<file path="config.mk">
export PLATFORM = sky130hd
export DESIGN_NAME = adc_serial_rx
export DESIGN_NICKNAME = d
export VERILOG_FILES = /design/src/rtl/adc_serial_rx.sv
export SDC_FILE = /design/constraint.sdc
export NUM_CORES = 1
export LEC_CHECK = 0
export ABC_CLOCK_PERIOD_IN_PS = 2300
export CORE_UTILIZATION = 30
export CTS_BUF_LIST = sky130_fd_sc_hd__clkbuf_16
export DETAILED_ROUTE_END_ITERATION = 8
export RECOVER_POWER = 100
export SLEW_MARGIN = 10
export SYNTH_ARGS = -nofsm -noshare
export SYNTH_HDL_FRONTEND = slang
export SYNTH_SLANG_ARGS = --single-unit
</file>
<file path="constraint.sdc">
create_clock -name CLK100MHz -period 2.3 [get_ports CLK100MHz]
set_input_delay 0.46 -clock CLK100MHz [delete_from_list [all_inputs] [get_ports CLK100MHz]]
set_output_delay 0.46 -clock CLK100MHz [all_outputs]
set_load 0.05 [all_outputs]
</file>
<file path="src/rtl/adc_serial_rx.sv">
// adc_serial_rx: receiver for two serial ADCs that share one sclk/cs_n pair.
// Each frame is 16 sclk periods long. Bits 2..13 (MSB first) form the sample,
// and both channels are published together with a one-cycle data_valid pulse.
// Optional build macro ADC_FRAME_CHECK_EN: when defined, nonzero framing bits
// (0, 1, 14, 15) on either channel pulse frame_err alongside data_valid.
// When it is undefined, frame_err is tied low.
module adc_serial_rx #(
    parameter int DSIZE        = 12,
    parameter int CLK_DIV      = 2,
    parameter int QUIET_CYCLES = 4
) (
    input  logic             CLK100MHz,
    input  logic             rst_n,
    input  logic             en,
    input  logic             sdata_ch1,
    input  logic             sdata_ch2,
    output logic             sclk,
    output logic             cs_n,
    output logic [DSIZE-1:0] ch1_data,
    output logic [DSIZE-1:0] ch2_data,
    output logic             data_valid,
    output logic             busy,
    output logic             frame_err
);

`ifdef ADC_FRAME_CHECK_EN
    // All of bits 0..14 are kept so that the framing bits can be inspected.
    localparam int SHIFT_W = 15;
`else
    // Only bits 2..14 are kept, because the leading framing bits are never used.
    localparam int SHIFT_W = 13;
`endif

    localparam logic [7:0] DIV_END   = 8'(CLK_DIV - 1);
    localparam logic [7:0] QUIET_END = 8'(QUIET_CYCLES);

    typedef enum logic [1:0] {
        IDLE,
        CONV,
        QUIET
    } state_t;

    state_t             state;
    state_t             state_next;
    logic [7:0]         div_cnt;
    logic [7:0]         div_next;
    logic [4:0]         edge_cnt;
    logic [4:0]         edge_next;
    logic [7:0]         quiet_cnt;
    logic [7:0]         quiet_next;
    logic [SHIFT_W-1:0] shift1;
    logic [SHIFT_W-1:0] shift1_next;
    logic [SHIFT_W-1:0] shift2;
    logic [SHIFT_W-1:0] shift2_next;
    logic               sclk_next;
    logic               cs_n_next;
    logic [DSIZE-1:0]   ch1_next;
    logic [DSIZE-1:0]   ch2_next;
    logic               valid_next;
    logic               div_done;
    logic               last_toggle;

    // The 32nd sclk toggle is always a rising edge. It carries bit 15, so the
    // sample is taken from the shift register before that final shift.
    assign div_done    = (div_cnt == DIV_END);
    assign last_toggle = div_done && (edge_cnt == 5'd31);
    assign busy        = (state != IDLE);

    // Next-state and next-output logic for the frame sequencer.
    always_comb begin
        state_next  = state;
        div_next    = div_cnt;
        edge_next   = edge_cnt;
        quiet_next  = quiet_cnt;
        shift1_next = shift1;
        shift2_next = shift2;
        sclk_next   = sclk;
        cs_n_next   = cs_n;
        ch1_next    = ch1_data;
        ch2_next    = ch2_data;
        valid_next  = 1'b0;
        case (state)
            IDLE: begin
                sclk_next = 1'b1;
                cs_n_next = 1'b1;
                div_next  = 8'd0;
                edge_next = 5'd0;
                if (en) begin
                    state_next = CONV;
                    cs_n_next  = 1'b0;
                end
            end
            CONV: begin
                if (div_done) begin
                    div_next  = 8'd0;
                    edge_next = edge_cnt + 5'd1;
                    sclk_next = ~sclk;
                    if (!sclk) begin
                        shift1_next = {shift1[SHIFT_W-2:0], sdata_ch1};
                        shift2_next = {shift2[SHIFT_W-2:0], sdata_ch2};
                    end
                    if (last_toggle) begin
                        state_next = QUIET;
                        cs_n_next  = 1'b1;
                        sclk_next  = 1'b1;
                        edge_next  = 5'd0;
                        quiet_next = 8'd0;
                        ch1_next   = DSIZE'(shift1[12:1]);
                        ch2_next   = DSIZE'(shift2[12:1]);
                        valid_next = 1'b1;
                    end
                end else begin
                    div_next = div_cnt + 8'd1;
                end
            end
            QUIET: begin
                cs_n_next = 1'b1;
                sclk_next = 1'b1;
                if (quiet_cnt == QUIET_END) begin
                    quiet_next = 8'd0;
                    div_next   = 8'd0;
                    edge_next  = 5'd0;
                    if (en) begin
                        state_next = CONV;
                        cs_n_next  = 1'b0;
                    end else begin
                        state_next = IDLE;
                    end
                end else begin
                    quiet_next = quiet_cnt + 8'd1;
                end
            end
            default: begin
                state_next = IDLE;
            end
        endcase
    end

    // State, counter and output registers. sclk and cs_n come straight from flops.
    always_ff @(posedge CLK100MHz or negedge rst_n) begin
        if (!rst_n) begin
            state      <= IDLE;
            div_cnt    <= 8'd0;
            edge_cnt   <= 5'd0;
            quiet_cnt  <= 8'd0;
            shift1     <= '0;
            shift2     <= '0;
            sclk       <= 1'b1;
            cs_n       <= 1'b1;
            ch1_data   <= '0;
            ch2_data   <= '0;
            data_valid <= 1'b0;
        end else begin
            state      <= state_next;
            div_cnt    <= div_next;
            edge_cnt   <= edge_next;
            quiet_cnt  <= quiet_next;
            shift1     <= shift1_next;
            shift2     <= shift2_next;
            sclk       <= sclk_next;
            cs_n       <= cs_n_next;
            ch1_data   <= ch1_next;
            ch2_data   <= ch2_next;
            data_valid <= valid_next;
        end
    end

`ifdef ADC_FRAME_CHECK_EN
    logic framing_bad;

    // Framing bits of the arriving frame: bits 0 and 1 (shift[14:13]), bit 14 (shift[0]) and bit 15 (live input).
    assign framing_bad = shift1[14] | shift1[13] | shift1[0] | sdata_ch1 |
                         shift2[14] | shift2[13] | shift2[0] | sdata_ch2;

    // Framing error pulse, aligned with the data_valid of the same frame.
    always_ff @(posedge CLK100MHz or negedge rst_n) begin
        if (!rst_n) begin
            frame_err <= 1'b0;
        end else begin
            frame_err <= (state == CONV) && last_toggle && framing_bad;
        end
    end
`else
    assign frame_err = 1'b0;
`endif

endmodule
</file>
[After elaboration in Yosys (flattened, before gate mapping)]
Index checks and enable logic that the tools add are counted.
Storage, ports and cells
  register bits after elaboration: 76
  bits of input ports: 5
  output and inout bits: 29
  logic and storage cells: 67
Operators by class
  add/subtract/negate cells: 3
  equal/unequal tests: 9
  mux-type cells: 28
  bitwise logic cells: 1
  reductions and logical operators: 15
Operator list (number)
  2-to-1 mux 8 bit: 5
  one-hot mux 8 bit (3 select lines): 1
  adder 8 x 1 -> 8 bit, second input constant: 2
  one-hot mux 8 bit (2 select lines): 1
  2-to-1 mux 5 bit: 3
  one-hot mux 5 bit (3 select lines): 1
  AND reduction 3 bit: 5
  2-to-1 mux 1 bit: 10
  == test 8 x 1 -> 1 bit, second input constant: 1
  == test 8 x 3 -> 1 bit, second input constant: 1
  2-to-1 mux 2 bit: 4
  != test 2 bit, second input constant: 4
  one-hot mux 2 bit (3 select lines): 1
  nonzero test 2 bit: 3
  adder 5 x 1 -> 5 bit, second input constant: 1
  == test 5 bit, second input constant: 1
  AND reduction 2 bit: 2
  AND reduction 4 bit: 1
  one-hot mux 1 bit (3 select lines): 1
  nonzero test 3 bit: 1
  == test 2 x 1 -> 1 bit, second input constant: 1
  == test 2 bit, second input constant: 1
  logical NOT 2 bit: 1
  one-hot mux 1 bit (2 select lines): 1
  3 further kinds: 3

[Logic depth before layout (Yosys ltp)]
Gate-level depths: netlist (run 1).
  depth in word-level cells: 5
  mapped depth: 8
  gate-level depth less buffers: 7

[Worst setup path after synthesis (run 1)]
No wires, ideal clock.
  path type: reg-to-reg
  start point: register div_cnt[1]
  end point: register shift1[0]
  setup time: 125 ps
  arrival time: 2235 ps
  required time: 2175 ps
  setup slack: -60 ps
  stages on the path, launching flop included: 9
  buffers on the path: 2
  period minus slack after synthesis: 2360 ps
  path through: dfrtp_1 inv_1 ha_1 or3b_2 or2_4 or3_1 buf_6 buf_12 mux2_4
On the way
  longest elaborated chain between the ends: 2
Ends and longest elaborated chain
  start: declaration: RTL line 45  | logic [7:0] div_cnt;
  start signal: assignment: RTL line 155  | div_cnt <= div_next;
  == test 8 x 1 -> 1 bit: RTL line 65  | assign div_done = (div_cnt == DIV_END);
  AND reduction 3 bit (no line)
  end signal: assignment: RTL line 158  | shift1 <= shift1_next;
  end: declaration: RTL line 51  | logic [SHIFT_W-1:0] shift1;
Every way passes these cells.
A chain may end at the register's enable or synchronous reset.

[Final worst setup path (run 1)]
  start point: register sclk
  end point: output port sclk
RTL lines
  start: declaration: RTL line 17  | output logic sclk,
  start signal: assignment: RTL line 160  | sclk <= sclk_next;
No word-level cell between the ends.

==> results.json, run 1 <==
{
  "fillers": 1096,
  "vias": 2450,
  "r2r_cells": 7,
  "synthDistinctLibCells": 47,
  "critPathKind": "flip-flop to output port",
  "synth_xor_area_share_pct": 0,
  "finalWirelength_um": 6840,
  "drtIter0Drc": 93,
  "nets": 364,
  "crit_fanout": 5,
  "cts_root_buf": "clkbuf_16",
  "hold_viol_final": 0,
  "power_frac_clock_pct": 37.9,
  "rows": 39,
  "tightestPinTransition_ns": 1.66,
  "ys_warn_count": 0,
  "ys_top_cells_by_area": "dfrtp_1 (52%), mux2_2 (9.7%), mux2_4 (8.4%)",
  "h-tree-depth": 3,
  "io_pins": 34,
  "ys_seq_area_share_pct": 53.1,
  "path_depth": 1,
  "synth_top_area_share_pct": 51.7,
  "p_int_uw": 2630,
  "regArea_um2": 1900,
  "rrSetupSlack_ns": 0.09,
  "synthMuxAreaShare_pct": 18.4,
  "via_per_inst": 4.94,
  "endpoint": "sclk",
  "synth_flop_cell": "dfrtp_1",
  "relSlewSlack_pct": -10.9,
  "drtPass1Iterations": 6,
  "rr_endpoint": "shift1[11]",
  "drc": 12,
  "reg2reg_from": "div_cnt[1]",
  "drive_gt1_share_pct": 28.6,
  "cts_buffer_depth": 2,
  "core-area_um2": 11500,
  "critPathRequiredTime_ns": 1.84,
  "syn-num-nets": 300,
  "crit_family": "buffers and inverters",
  "comb_power_share_pct": 21.1,
  "syn2layout_area_growth_pct": 27.0,
  "syn_area_um2": 3580,
  "grt_max_degree": 48,
  "synth-edff-count": 0,
  "initial_utilization_pct": 31.1,
  "status": "finished, violations left",
  "dpl.hpwl_um": 4620,
  "slowest_stage": "clkdlybuf4s50_1",
  "finalMaxSlewViolations": 30,
  "synth_fa_ha_area_share_pct": 3.84,
  "pwr-share-seq_pct": 41.0,
  "synth-simple-area-share_pct": 11.6,
  "hold_path.class": "flip-flop to flip-flop",
  "antenna_found_initial": 0,
  "slowest_delay_ns": 0.84,
  "place_area_um2": 4230,
  "p_sw_uw": 1070,
  "grt_pass1_wl_um": 11700,
  "ys_ff_latch": 76,
  "die_w_um": 111,
  "postCtsHoldBufs": 0,
  "rsz0062_at_grt": "no",
  "die_area_um2": 12400,
  "finClkSkew_ns": 0.00344,
  "post-synth-top-count-cell": "dfrtp_1",
  "final_area_um2": 4550,
  "violations": "DRC, capacitance limit, slew limit",
  "synth_top_family_by_area": "multiplexers",
  "maxCapViolations": 1,
  "irDropWorstVdd_uv": 471,
  "finalSetupViolations": 0,
  "crit_chain": "clkdlybuf4s50_1",
  "synth_compound_area_share_pct": 9.57,
  "track_usage_pct": 11.7,
  "grt_pass1_vias": 2421,
  "place_congestion": 0.744,
  "synth_common_cells": "dfrtp_1 (74), mux2_2 (31), mux2_4 (20)",
  "max_clock_freq_ghz": 0.448,
  "cts_tree": "yes",
  "p_leak_uw": 0.00227,
  "wire_per_inst_um": 13.8,
  "cts_made_buffers": 9,
  "cp-end-kind": "output port",
  "cp.arrival_ns": 1.77,
  "yosysTopAreaCell": "dfrtp_1",
  "multi_input_area_um2": 1580,
  "startpoint_type": "flip-flop",
  "syn_inst": 284,
  "cts_sinks": 76,
  "swShare_pct": 28.9,
  "n_antenna_cell": 0,
  "detail-route-antenna-nets": 0,
  "worstSkewPairLatency_ns": 0.33,
  "p_total_uw": 3700,
  "async_flop_share_pct": 100,
  "cp_num_buf_inv": 1,
  "grt_overflow": 0,
  "power.density_nw_per_um2": 813,
  "finalCritPeriodShare_pct": 97.0,
  "clk_pin_slew_ns": 0.06,
  "setup_tns_ns": 0,
  "syn_area_per_cell_um2": 12.6,
  "crit_start": "sclk",
  "die_h_um": 111,
  "portBuffers": 32,
  "period_needed_ns": 2.23
}
power groups by stage:
stage | Sequential [uW] | Combinational [uW] | Clock (uW)
2_1_floorplan | 1590 | 458 | 0
4_1_cts | 1520 | 784 | 1460
6_report | 1520 | 780 | 1400
3_3_place_gp | 1540 | 765 | 0
3_5_place_dp | 1540 | 780 | 0
5_1_grt | 1530 | 862 | 1510
state kept, by name, indices dropped and copies added, names as in the netlist, 2 cells and up:
name and count:
quiet_cnt 8, shift1 13, ch1_data 12, ch2_data 12, div_cnt 8, state 2
edge_cnt 5, shift2 13
routing by layer:
| layer | vias up | routed length (um) | track usage, % | part of all wire [%] |
|---|---|---|---|---|
| met4 | 0 | 29 | 2.79 | 0.42 |
| li1 | 1172 | - | - | - |
| met3 | 4 | 275 | 4.21 | 4.0 |
| met5 | - | 0 | 0 | 0 |
| met2 | 55 | 3140 | 17.9 | 46 |
| met1 | 1219 | 3390 | 15.6 | 50 |
cell usage in the layout, fill, tap and decap left out, types with 4 or more instances in the layout:
master,instances
nand3_1,14
or4_1,5
nand2b_1,4
nand2_1,8
clkbuf_16,9
ha_1,9
nor4_1,5
dfrtp_1,74
nor2_1,12
mux2_2,31
o21ai_0,16
inv_1,11
clkdlybuf4s50_1,4
buf_4,25
nor3_1,6
a22o_1,10
dlygate4sd3_1,26
mux2_4,17
a21oi_1,8
cell type report:
class                           count  area share (%)
Sequential cell                    76            41.8
Timing Repair Buffer               62            12.0
Tap cell                          143            3.93
Clock inverter                      7            1.65
Clock buffer                        9            4.95
Inverter                           11           0.907
Multi-Input combinational cell    188            34.7
worst min-delay path by stage:
| stage | start | to | slack (ns) | depth (start not counted) |
|---|---|---|---|---|
| floorplan | rst_n | ch1_data[0] | 0.16 | 0 |
| global placement | rst_n | data_valid | 0.42 | 1 |
| detailed placement | rst_n | data_valid | 0.42 | 1 |
| CTS | rst_n | ch2_data[2] | 0.06 | 1 |
| global route | ch1_data[4] | ch1_data[4] | 0.51 | 1 |
| finish | ch1_data[8] | ch1_data[8] | 0.50 | 1 |
what timing repair did:
| item | 4_1_cts | 5_1_grt |
|---|---|---|
| setup endpoints to repair | 0 | 34 |
| gates resized for setup | 0 | 7 |
| setup buffers | 0 | 3 |
through the flow:
stage / worst slack [ns] / hold WS, ns / util (%) / instances
2_1_floorplan: -0.0327 / 0.164 / - / 284
3_3_place_gp: 0.0549 / 0.419 / 36.8 / 476
3_5_place_dp: 0.0455 / 0.419 / 36.8 / 476
4_1_cts: 0.0208 / 0.0622 / 39.4 / 492
5_1_grt: 0.00258 / 0.513 / 39.5 / 496
6_report: 0.0688 / 0.498 / 39.5 / 496
kinds of logic after synthesis:
logic type,Yosys count
fa+ha+maj,11
mux,52
other cells,1
simple gates,73
compound gates,51
buf+inv,20
flops,76
No activity file was read; power rests on OpenSTA's default activity.
==> run 2, diff against run 1 <==
MAX_ROUTING_LAYER = met4   (was unset)
==> results.json, run 2 (same netlist as run 1, synthesis figures left out) <==
{
  "initial_utilization_pct": 31.1,
  "r2r_cells": 7,
  "maxCapViolations": 1,
  "rows": 39,
  "place_area_um2": 4230,
  "grt_pass1_wl_um": 11700,
  "path_depth": 1,
  "hold_viol_final": 0,
  "detail-route-antenna-nets": 0,
  "n_antenna_cell": 0,
  "cp-end-kind": "output port",
  "finalCritPeriodShare_pct": 97.2,
  "finClkSkew_ns": 0.00352,
  "io_pins": 34,
  "track_usage_pct": 12.0,
  "irDropWorstVdd_uv": 471,
  "cts_buffer_depth": 2,
  "grt_max_degree": 48,
  "final_area_um2": 4550,
  "slowest_delay_ns": 0.84,
  "slowest_stage": "clkdlybuf4s50_1",
  "grt_overflow": 0,
  "wire_per_inst_um": 13.8,
  "critPathKind": "flip-flop to output port",
  "vias": 2442,
  "portBuffers": 32,
  "drtPass1Iterations": 6,
  "finalWirelength_um": 6840,
  "antenna_found_initial": 0,
  "critPathRequiredTime_ns": 1.84,
  "rrSetupSlack_ns": 0.09,
  "core-area_um2": 11500,
  "cts_made_buffers": 9,
  "cts_root_buf": "clkbuf_16",
  "instances_no_fill": 496,
  "max_clock_freq_ghz": 0.447,
  "startpoint_type": "flip-flop",
  "dp.cells": 476,
  "clk_pin_slew_ns": 0.06,
  "place_congestion": 0.753,
  "via_per_inst": 4.92,
  "crit_fanout": 5,
  "finalMaxSlewViolations": 30,
  "cts_tree": "yes",
  "drc": 12,
  "cp_num_buf_inv": 1,
  "status": "finished, violations left",
  "drive_gt1_share_pct": 28.6,
  "multi_input_area_um2": 1580,
  "worstSkewPairLatency_ns": 0.33,
  "p_leak_uw": 0.00227,
  "setup_tns_ns": 0,
  "period_needed_ns": 2.24,
  "nets": 364,
  "die_h_um": 111,
  "cp.arrival_ns": 1.78,
  "min_path_cells": 1,
  "relSlewSlack_pct": -10.9,
  "crit_chain": "clkdlybuf4s50_1",
  "rsz0062_at_grt": "no",
  "final_cell_mix": "dfrtp_1 (74), mux2_2 (31), dlygate4sd3_1 (26)",
  "drtIter0Drc": 112,
  "grt_pass1_vias": 2417,
  "dpl.hpwl_um": 4620,
  "die_w_um": 111,
  "syn2layout_area_growth_pct": 27.0,
  "reg_top3": "shift1: 13 flops, shift2: 13 flops",
  "die_area_um2": 12400,
  "finalSetupViolations": 0,
  "crit_family": "buffers and inverters",
  "postCtsHoldBufs": 0,
  "violations": "DRC, capacitance limit, slew limit",
  "final_common_cell": "dfrtp_1",
  "tightestPinTransition_ns": 1.66,
  "h-tree-depth": 3,
  "fillers": 1096,
  "cts_sinks": 76,
  "power.density_nw_per_um2": 813,
  "regArea_um2": 1900,
  "hold_path.class": "flip-flop to flip-flop"
}
run 2: worst register-to-register path, cell delays in order, from the launching register on:
cell     delay (ns)
dfrtp_1        0.38
inv_1          0.07
ha_1           0.15
or3b_4         0.39
or2_4          0.24
or3_4          0.36
buf_6          0.18
mux2_1         0.32
run 2: final timing paths:
check	from	endpoint
max in group asynchronous	rst_n	div_cnt[7]
worst max register to register	div_cnt[1]	shift1[11]
min in group asynchronous	rst_n	data_valid
worst max-delay path	sclk	sclk
worst min register to register	ch1_data[8]	ch1_data[8]
worst min-delay path	ch1_data[8]	ch1_data[8]
run 2: what timing repair did:
action                                 CTS  global route
gates resized for setup                  0             7
setup endpoints to repair                0            34
endpoints found under the hold margin    0             0
buffers inserted                         0             3
run 2: stage by stage:
step                hold slack, ns  util (%)  worst slack, ns  total power [uW]
finish                       0.498      39.5           0.0641              3700
global route                 0.513      39.5          0.00258              3900
CTS                         0.0622      39.4           0.0208              3760
detailed placement           0.419      36.8           0.0455              2320
global placement             0.419      36.8           0.0549              2310
floorplan                    0.164         -          -0.0327              2050
run 2: area by class of cell:
type	instances	area share [%]
clock buffer	9	4.95
clock inverter	7	1.65
inverter	11	0.907
multi-input combinational	188	34.7
sequential	76	41.8
tap	143	3.93
timing repair buffer	62	12.0
run 2: per-layer routing:
metal  wire length, um  part of all wire, %  track usage, %  up-vias
li1                  -                    -               -     1172
met1              3410                   50            15.8     1213
met2              3140                   46            17.9       53
met3               257                  3.8            4.10        4
met4                29                 0.42            2.79        0
met5                 0                    0               -        -
run 2: power by group:
group | leakage [uW] | internal (uW) | switching (uW)
clock network | 0.000140 | 845 | 558
logic | 0.00109 | 340 | 442
registers | 0.00104 | 1440 | 73.0
total | 0.00227 | 2630 | 1070
